==> src/rtl/brentkung_pkg.sv <==
// Shared Brent-Kung definitions: datapath width and the generate/propagate prefix operator.
package brentkung_pkg;

    localparam int unsigned BK_WIDTH = 16;

    typedef struct packed {
        logic g;
        logic p;
    } gp_t;

    // (g, p) o (g', p') = (g | p & g', p & p'); hi is the more significant span
    function automatic gp_t bk_op(input gp_t hi, input gp_t lo);
        gp_t r;
        r.g = hi.g | (hi.p & lo.g);
        r.p = hi.p & lo.p;
        return r;
    endfunction

endpackage

==> src/rtl/brentkung_prefix16.sv <==
// Combinational 16-bit Brent-Kung carry network: 4 up-sweep levels, 3 down-sweep levels.
module brentkung_prefix16
    import brentkung_pkg::*;
(
    input  logic [BK_WIDTH-1:0] g,
    input  logic [BK_WIDTH-1:0] p,
    input  logic                cin,
    output logic [BK_WIDTH:0]   c
);

    gp_t node [BK_WIDTH];

    always_comb begin
        for (int i = 0; i < int'(BK_WIDTH); i++) begin
            node[4'(i)].g = g[4'(i)];
            node[4'(i)].p = p[4'(i)];
        end
        // Fold carry-in into bit 0 so every prefix already includes it
        node[0].g = g[0] | (p[0] & cin);

        for (int l = 0; l < 4; l++) begin
            for (int i = 0; i < int'(BK_WIDTH); i++) begin
                if (((i + 1) % (2 << l)) == 0) begin
                    node[4'(i)] = bk_op(node[4'(i)], node[4'(i - (1 << l))]);
                end
            end
        end

        for (int l = 2; l >= 0; l--) begin
            for (int i = 0; i < int'(BK_WIDTH); i++) begin
                if ((((i + 1) % (2 << l)) == (1 << l)) && (i >= (3 * (1 << l)) - 1)) begin
                    node[4'(i)] = bk_op(node[4'(i)], node[4'(i - (1 << l))]);
                end
            end
        end

        c[0] = cin;
        for (int i = 0; i < int'(BK_WIDTH); i++) begin
            c[5'(i + 1)] = node[4'(i)].g;
        end
    end

endmodule

==> src/rtl/brentkung_subtractor_pipe.sv <==
// Two-stage pipelined X - Y - Bin using the Brent-Kung prefix network, valid/ready on both sides.
module brentkung_subtractor_pipe
    import brentkung_pkg::*;
#(
    parameter int unsigned WIDTH = BK_WIDTH
) (
    input  logic             CLK,
    input  logic             RST,
    input  logic             IN_VALID,
    output logic             IN_READY,
    input  logic [WIDTH-1:0] X,
    input  logic [WIDTH-1:0] Y,
    input  logic             Bin,
    output logic             OUT_VALID,
    input  logic             OUT_READY,
    output logic [WIDTH-1:0] DIFF,
    output logic             Bout,
    output logic             OVF,
    output logic             ZERO
);

    logic             valid_a_q, valid_a_d;
    logic [WIDTH-1:0] x_a_q, x_a_d;
    logic [WIDTH-1:0] yn_a_q, yn_a_d;
    logic [WIDTH-1:0] g_a_q, g_a_d;
    logic [WIDTH-1:0] p_a_q, p_a_d;
    logic             cin_a_q, cin_a_d;

    logic             out_valid_q, out_valid_d;
    logic [WIDTH-1:0] diff_q, diff_d;
    logic             bout_q, bout_d;
    logic             ovf_q, ovf_d;
    logic             zero_q, zero_d;

    logic             load_b_c;
    logic             load_a_c;
    logic             accept_c;
    logic [WIDTH:0]   carry_c;
    logic [WIDTH-1:0] diff_c;

    brentkung_prefix16 u_prefix (
        .g   (g_a_q),
        .p   (p_a_q),
        .cin (cin_a_q),
        .c   (carry_c)
    );

    always_comb begin
        load_b_c = !out_valid_q || OUT_READY;
        load_a_c = !valid_a_q || load_b_c;
        accept_c = IN_VALID && load_a_c;
        diff_c   = x_a_q ^ yn_a_q ^ carry_c[WIDTH-1:0];

        valid_a_d   = valid_a_q;
        x_a_d       = x_a_q;
        yn_a_d      = yn_a_q;
        g_a_d       = g_a_q;
        p_a_d       = p_a_q;
        cin_a_d     = cin_a_q;
        out_valid_d = out_valid_q;
        diff_d      = diff_q;
        bout_d      = bout_q;
        ovf_d       = ovf_q;
        zero_d      = zero_q;

        // Stage A: capture operands as X + ~Y + ~Bin
        if (load_a_c) begin
            valid_a_d = accept_c;
            if (accept_c) begin
                x_a_d   = X;
                yn_a_d  = ~Y;
                g_a_d   = X & ~Y;
                p_a_d   = X ^ ~Y;
                cin_a_d = ~Bin;
            end
        end

        // Stage B: resolve carries and flags; an empty stage A leaves a bubble
        if (load_b_c) begin
            out_valid_d = valid_a_q;
            if (valid_a_q) begin
                diff_d = diff_c;
                bout_d = ~carry_c[WIDTH];
                ovf_d  = (x_a_q[WIDTH-1] ^ ~yn_a_q[WIDTH-1]) & (diff_c[WIDTH-1] ^ x_a_q[WIDTH-1]);
                zero_d = (diff_c == '0);
            end
        end
    end

    always_ff @(posedge CLK or posedge RST) begin
        if (RST) begin
            valid_a_q   <= 1'b0;
            x_a_q       <= '0;
            yn_a_q      <= '0;
            g_a_q       <= '0;
            p_a_q       <= '0;
            cin_a_q     <= 1'b0;
            out_valid_q <= 1'b0;
            diff_q      <= '0;
            bout_q      <= 1'b0;
            ovf_q       <= 1'b0;
            zero_q      <= 1'b0;
        end else begin
            valid_a_q   <= valid_a_d;
            x_a_q       <= x_a_d;
            yn_a_q      <= yn_a_d;
            g_a_q       <= g_a_d;
            p_a_q       <= p_a_d;
            cin_a_q     <= cin_a_d;
            out_valid_q <= out_valid_d;
            diff_q      <= diff_d;
            bout_q      <= bout_d;
            ovf_q       <= ovf_d;
            zero_q      <= zero_d;
        end
    end

    assign IN_READY  = load_a_c;
    assign OUT_VALID = out_valid_q;
    assign DIFF      = diff_q;
    assign Bout      = bout_q;
    assign OVF       = ovf_q;
    assign ZERO      = zero_q;

endmodule

==> config.mk <==
export PLATFORM = sky130hd
export DESIGN_NAME = brentkung_subtractor_pipe
export DESIGN_NICKNAME = d
export VERILOG_FILES = /design/src/rtl/brentkung_pkg.sv /design/src/rtl/brentkung_prefix16.sv /design/src/rtl/brentkung_subtractor_pipe.sv
export SDC_FILE = /design/constraint.sdc
export NUM_CORES = 1
export LEC_CHECK = 0
export ABC_AREA = 1
export CORE_ASPECT_RATIO = 0.75
export CORE_MARGIN = 5
export CORE_UTILIZATION = 50
export DETAILED_ROUTE_END_ITERATION = 12
export PLACE_DENSITY = 0.84
export SYNTH_ARGS = -nofsm -noshare
export SYNTH_HDL_FRONTEND = slang
export SYNTH_SLANG_ARGS = --single-unit
==> constraint.sdc <==
create_clock -name CLK -period 2.12 [get_ports CLK]
set_input_delay 0.424 -clock CLK [delete_from_list [all_inputs] [get_ports CLK]]
set_output_delay 0.424 -clock CLK [all_outputs]
set_load 0.01 [all_outputs]
==> flow_summary.toml, run 1 <==
[status]
status = "finished, final reports clean"

[synth]
yosysWarnings = 1
synth.most_common_cell = "nand2_1"
synthTopCellsByCount = "nand2_1, dfrtp_1, inv_1"
synth_cell_types = 27
synth_ff_type = "dfrtp_1"
async_flop_share_pct = 100
synth_top_cell_area_share_pct = 51.0
ys_ff_latch = 50
synth-edff-count = 0
synth_top_cells_by_area = "dfrtp_1, mux2_2, nand2_1"
syn-instance-count = 250
avgSynthCellArea_um2 = 9.82
post-synth-top-area-cell = "dfrtp_1"
seq_area_frac_synth_pct = 51.0
syn-cell-area_um2 = 2450

[floorplanning]
die_h_um = 70.7
pin_count = 58
dieArea_um2 = 6430
initial_core_util_pct = 51.0
row_count = 22
core-area_um2 = 4820
dieWidth_um = 90.9

[timing]
finClkSkew_ns = 0.00699
slew_violations = 0
worst_slack_ns = 0.135
hold_violations = 0
fin_crit_ns = 1.99
fin_crit_sh_pct = 93.6
setup_violations = 0
fmax_mhz = 504
rsz0062_at_grt = "no"
tns_ns = 0

[setup_path]
worstSetupEndpointType = "output port"
crit_top_cell = "clkdlybuf4s50_1"
worst_ep_arrival_time_ns = 1.56
criticalPathCategory = "primary input to output port"
reg2reg_from = "cin_a_q"
crit_path_max_fanout = 3
cp-startpoint = "OUT_READY"
critPathLaunchType = "primary input"
critPathMaxStageDelay_ns = 0.54
cp.required_ns = 1.70
worstPathCellList = "clkdlybuf4s50_1, inv_1, nand3_1, clkdlybuf4s50_1"
cp_slowest_cell = "clkdlybuf4s50_1"
worstRegToRegCells = 12

[finish]
diodes = 0
post-route-util_pct = 62.1
final_layout_size_suffix_gt1_share_pct = 16.4
synthToLayoutAreaGrowth_pct = 21.9
nNetsFinal = 337

[global_route]
grt_max_degree = 51
grt_pass1_wl_um = 7410
gr-total-overflow = 0
antenna_found_initial = 0
track_usage_pct = 14.2
first_global_vias = 1619

[clocking]
cts_buffers = 5
cts_tree = "done"
insertion_delay_ns = 0.29
hold_buffers = 0
cts_resized = 0
clk_pin_slew_ns = 0.09
cts.root.buffer_cell = "clkbuf_8"
postCtsSetupBuffers = 0
cts_sinks = 50
cts_buffer_depth = 2
h-tree-depth = 2

[power_and_ir_drop]
powerDensity_nw_per_um2 = 902
vdd_ir_drop_max_uv = 536
power.leakage_nw = 1.47

[drt]
first_iter_violations = 99
num_vias = 1690
drc = 0
routed_wl_um = 4340
routed_via_density = 4.79
postRouteAntennaNets = 0
wire_per_inst_um = 12.3
first_pass_iters = 4

[placement]
hpwl_um = 3320
gp_congestion = 0.736
io_buffers = 37
dpl_worst_slack_ns = 0.137

[job]
maxCapViolCount = 0

[worst_hold_path]
hold_path.class = "primary input to async pin"
-- cell type report --
class,instances,area [µm²]
Inverter,27,101
Fill cell,387,1830
Multi-Input combinational cell,166,1040
Sequential cell,50,1250
Clock buffer,7,86.3
Timing Repair Buffer,42,433
Tap cell,60,75.1
Clock inverter,1,5.00
-- logic make-up after synthesis --
group           after synthesis  synth area share (%)
buf+inv                      41                  7.75
mux                          20                  9.17
simple gates                 89                  17.0
fa+ha+maj                     8                  4.08
compound gates               30                  6.63
flops                        50                  51.0
xor+xnor                     11                  4.23
other cells                   1                 0.153
-- metal layers --
layer	wire length [µm]	share of wire, %	track usage (%)	vias to the layer above
li1	-	-	-	863
met1	2070	48	20.0	775
met2	1930	44	21.0	45
met3	279	6.4	4.14	7
met4	54	1.2	4.89	0
met5	0	0	0	-
-- path summary, 6_finish.rpt --
| check | slack, ns | to |
|---|---|---|
| setup / recovery | 0.13 | IN_READY |
| hold / removal | 0.49 | g_a_q[7] |
| setup reg to reg | 0.63 | ZERO |
| hold reg to reg | 0.49 | OVF |
| max in group asynchronous | 1.40 | p_a_q[6] |
| min in group CLK | 0.49 | OVF |
-- worst max-delay path, delay by kind of cell --
kind	cells	cell delay, ns
simple gates	1	0.08
buf+inv	3	1.05
-- flip-flops by register name, summed over array words and instances, names as in the netlist --
register and count:
DIFF 9, OUT_VALID 1, OVF 1, ZERO 1
cin_a_q 1, g_a_q 8, p_a_q 8, valid_a_q 1
x_a_q 10, yn_a_q 10
-- cell usage in the layout (no fill, tap or decap), types with 2 or more instances in the layout --
| cell | count |
|---|---|
| a21oi_1 | 8 |
| buf_12 | 2 |
| buf_4 | 3 |
| clkbuf_8 | 6 |
| clkdlybuf4s50_1 | 37 |
| conb_1 | 8 |
| dfrtp_1 | 50 |
| ha_1 | 8 |
| inv_1 | 26 |
| mux2_2 | 20 |
| nand2_1 | 56 |
| nand2_2 | 5 |
| nand2_4 | 6 |
| nand3_1 | 9 |
| nor2_1 | 10 |
| o21ai_0 | 16 |
| xnor2_1 | 7 |
| xor2_1 | 3 |
-- report_power, final --
part / total, mW / internal [mW] / switching (mW)
clock network: 0.544 / 0.263 / 0.281
logic: 0.865 / 0.441 / 0.424
registers: 1.29 / 1.15 / 0.138
total: 2.70 / 1.85 / 0.843
-- stage by stage --
| step | instance area (µm²) | hold WS (ns) | power, mW | cells |
|---|---|---|---|---|
| finish | 2990 | 0.488 | 2.70 | 353 |
| global route | 2990 | 0.499 | 2.88 | 353 |
| CTS | 2990 | 0.487 | 2.74 | 353 |
| detailed placement | 2900 | 0.469 | 2.19 | 345 |
| global placement | 2900 | 0.465 | 2.15 | 345 |
| floorplan | 2480 | 0.454 | 1.83 | 257 |
No activity file was read; power rests on OpenSTA's default activity.
==> inputs of run 2 (changes only) <==
- CTS_BUF_LIST: default -> sky130_fd_sc_hd__clkbuf_4
==> run 2 against run 1 <==
Wire length fell by 0.44%. Via count fell by 0.59%. Flip-flop and latch count did not move. Sequential power barely moved. Utilization fell by 0.78 points. Cell count did not move. Die area did not move. First-iteration DRC count fell by 4.0%. Largest cell class unchanged. Largest power group unchanged. Non-clock buffer count did not move. Maximum frequency did not move. Clock-buffer cell count fell by 1.
==> flow_summary.toml, run 2 (synthesis gave the netlist of run 1 again) <==
[finish]
final_layout_size_suffix_gt1_share_pct = 16.4
diodes = 0
nNetsFinal = 337
fillerInstances = 395
synthToLayoutAreaGrowth_pct = 20.3
layout_common_cells = "nand2_1, dfrtp_1, clkdlybuf4s50_1"
final_common_cell = "nand2_1"

[power_and_ir_drop]
netSwitchingFraction_pct = 32.5
comb_power_share_pct = 33.8
vdd_ir_drop_max_uv = 481
power_frac_seq_pct = 50.3
powerDensity_nw_per_um2 = 867
p_sw_uw = 833
power.leakage_nw = 1.45
p_int_mw = 1.73
p_clk_share_pct = 15.9

[clocking]
h-tree-depth = 2
cts_buffer_depth = 2
cts_buffers = 5
insertion_delay_ns = 0.35
hold_buffers = 0
cts.root.buffer_cell = "clkbuf_4"
cts_resized = 0
cts_tree = "done"
postCtsSetupBuffers = 0
clk_pin_slew_ns = 0.14
cts_sinks = 50

[global_route]
antenna_found_initial = 0
first_global_vias = 1600
grt_max_degree = 51
grt_pass1_wl_um = 7380
gr-total-overflow = 0
track_usage_pct = 13.9

[setup_path]
critPathLaunchType = "primary input"
cp_slowest_cell = "clkdlybuf4s50_1"
r2r-end = "ZERO"
worst_ep_arrival_time_ns = 1.56
ff2ff_setup_slack_ns = 0.62
cp.required_ns = 1.70
crit_path_max_fanout = 3
worstSetupEndpointType = "output port"
critPathMaxStageDelay_ns = 0.54
reg2reg_from = "cin_a_q"
crit_top_cell = "clkdlybuf4s50_1"
worst-path-buf-inv = 3
worstRegToRegCells = 12
criticalPathCategory = "primary input to output port"
crit_family = "buffers and inverters"
worstPathCellList = "clkdlybuf4s50_1, inv_1, nand3_1, clkdlybuf4s50_1"

[floorplanning]
core-area_um2 = 4820
initial_core_util_pct = 51.0
dieArea_um2 = 6430
die_h_um = 70.7
row_count = 22
dieWidth_um = 90.9
pin_count = 58

[timing]
rsz0062_at_grt = "no"
hold_violations = 0
fmax_mhz = 504
fin_crit_sh_pct = 93.6
worst_slack_ns = 0.135
slew_violations = 0
tns_ns = 0
setup_violations = 0
fin_crit_ns = 1.99
finClkSkew_ns = 0.0150

[status]
status = "finished, final reports clean"

[worst_hold_path]
hold_path.class = "primary input to async pin"

[drt]
routed_via_density = 4.76
first_pass_iters = 4
first_iter_violations = 95
num_vias = 1680
postRouteAntennaNets = 0
wire_per_inst_um = 12.2
drc = 0
routed_wl_um = 4320

[placement]
dpl_worst_slack_ns = 0.137
gp_congestion = 0.736
io_buffers = 37
hpwl_um = 3320

[job]
maxCapViolCount = 0
-- run 2: final cells by class --
class	instances	area, µm²	area share, %
inverters	27	101	3.43
well taps	60	75.1	2.54
flip-flops and latches	50	1250	42.4
repair buffers	42	433	14.7
clock buffers	6	45.0	1.52
multi-input cells	166	1040	35.2
clock inverters	2	8.76	0.296
-- run 2: metal layers --
layer,share of wire (%),global-route usage [%],vias to the layer above
met5,0,0,-
met4,0.65,2.93,0
met3,6.1,4.14,5
met2,44,20.8,39
met1,49,20.3,773
li1,-,-,863
-- run 2: per-stage QoR --
stage | total power, mW | util (%) | area [µm²] | hold slack [ns] | instances
after floorplan | 1.83 | - | 2480 | 0.454 | 257
after global placement | 2.15 | 60.2 | 2900 | 0.465 | 345
after detailed placement | 2.19 | 60.2 | 2900 | 0.469 | 345
after CTS | 2.59 | 61.3 | 2950 | 0.421 | 353
after global routing | 2.74 | 61.3 | 2950 | 0.421 | 353
final | 2.56 | 61.3 | 2950 | 0.421 | 353
-- run 2: how the worst max path moves through the flow --
stage                to  slack (ns)  cells after the start  startpoint
6_report       IN_READY        0.13                      4   OUT_READY
5_1_grt        IN_READY        0.07                      4   OUT_READY
4_1_cts        IN_READY        0.13                      4   OUT_READY
3_5_place_dp   IN_READY        0.14                      4   OUT_READY
3_3_place_gp   IN_READY        0.13                      4   OUT_READY
2_1_floorplan   DIFF[0]        0.49                      1         RST
-- run 2: power by group through the flow --
stage	Clock [mW]	Sequential [mW]	Combinational, mW
after global routing	0.460	1.31	0.964
after detailed placement	0	1.31	0.877
final	0.408	1.29	0.865
after CTS	0.423	1.29	0.879
after floorplan	0	1.32	0.514
after global placement	0	1.30	0.845
-- run 2: worst min-delay path: stages --
cell,delay [ns]
clkdlybuf4s50_1,0.42
inv_2,0.07
buf_12,0.25
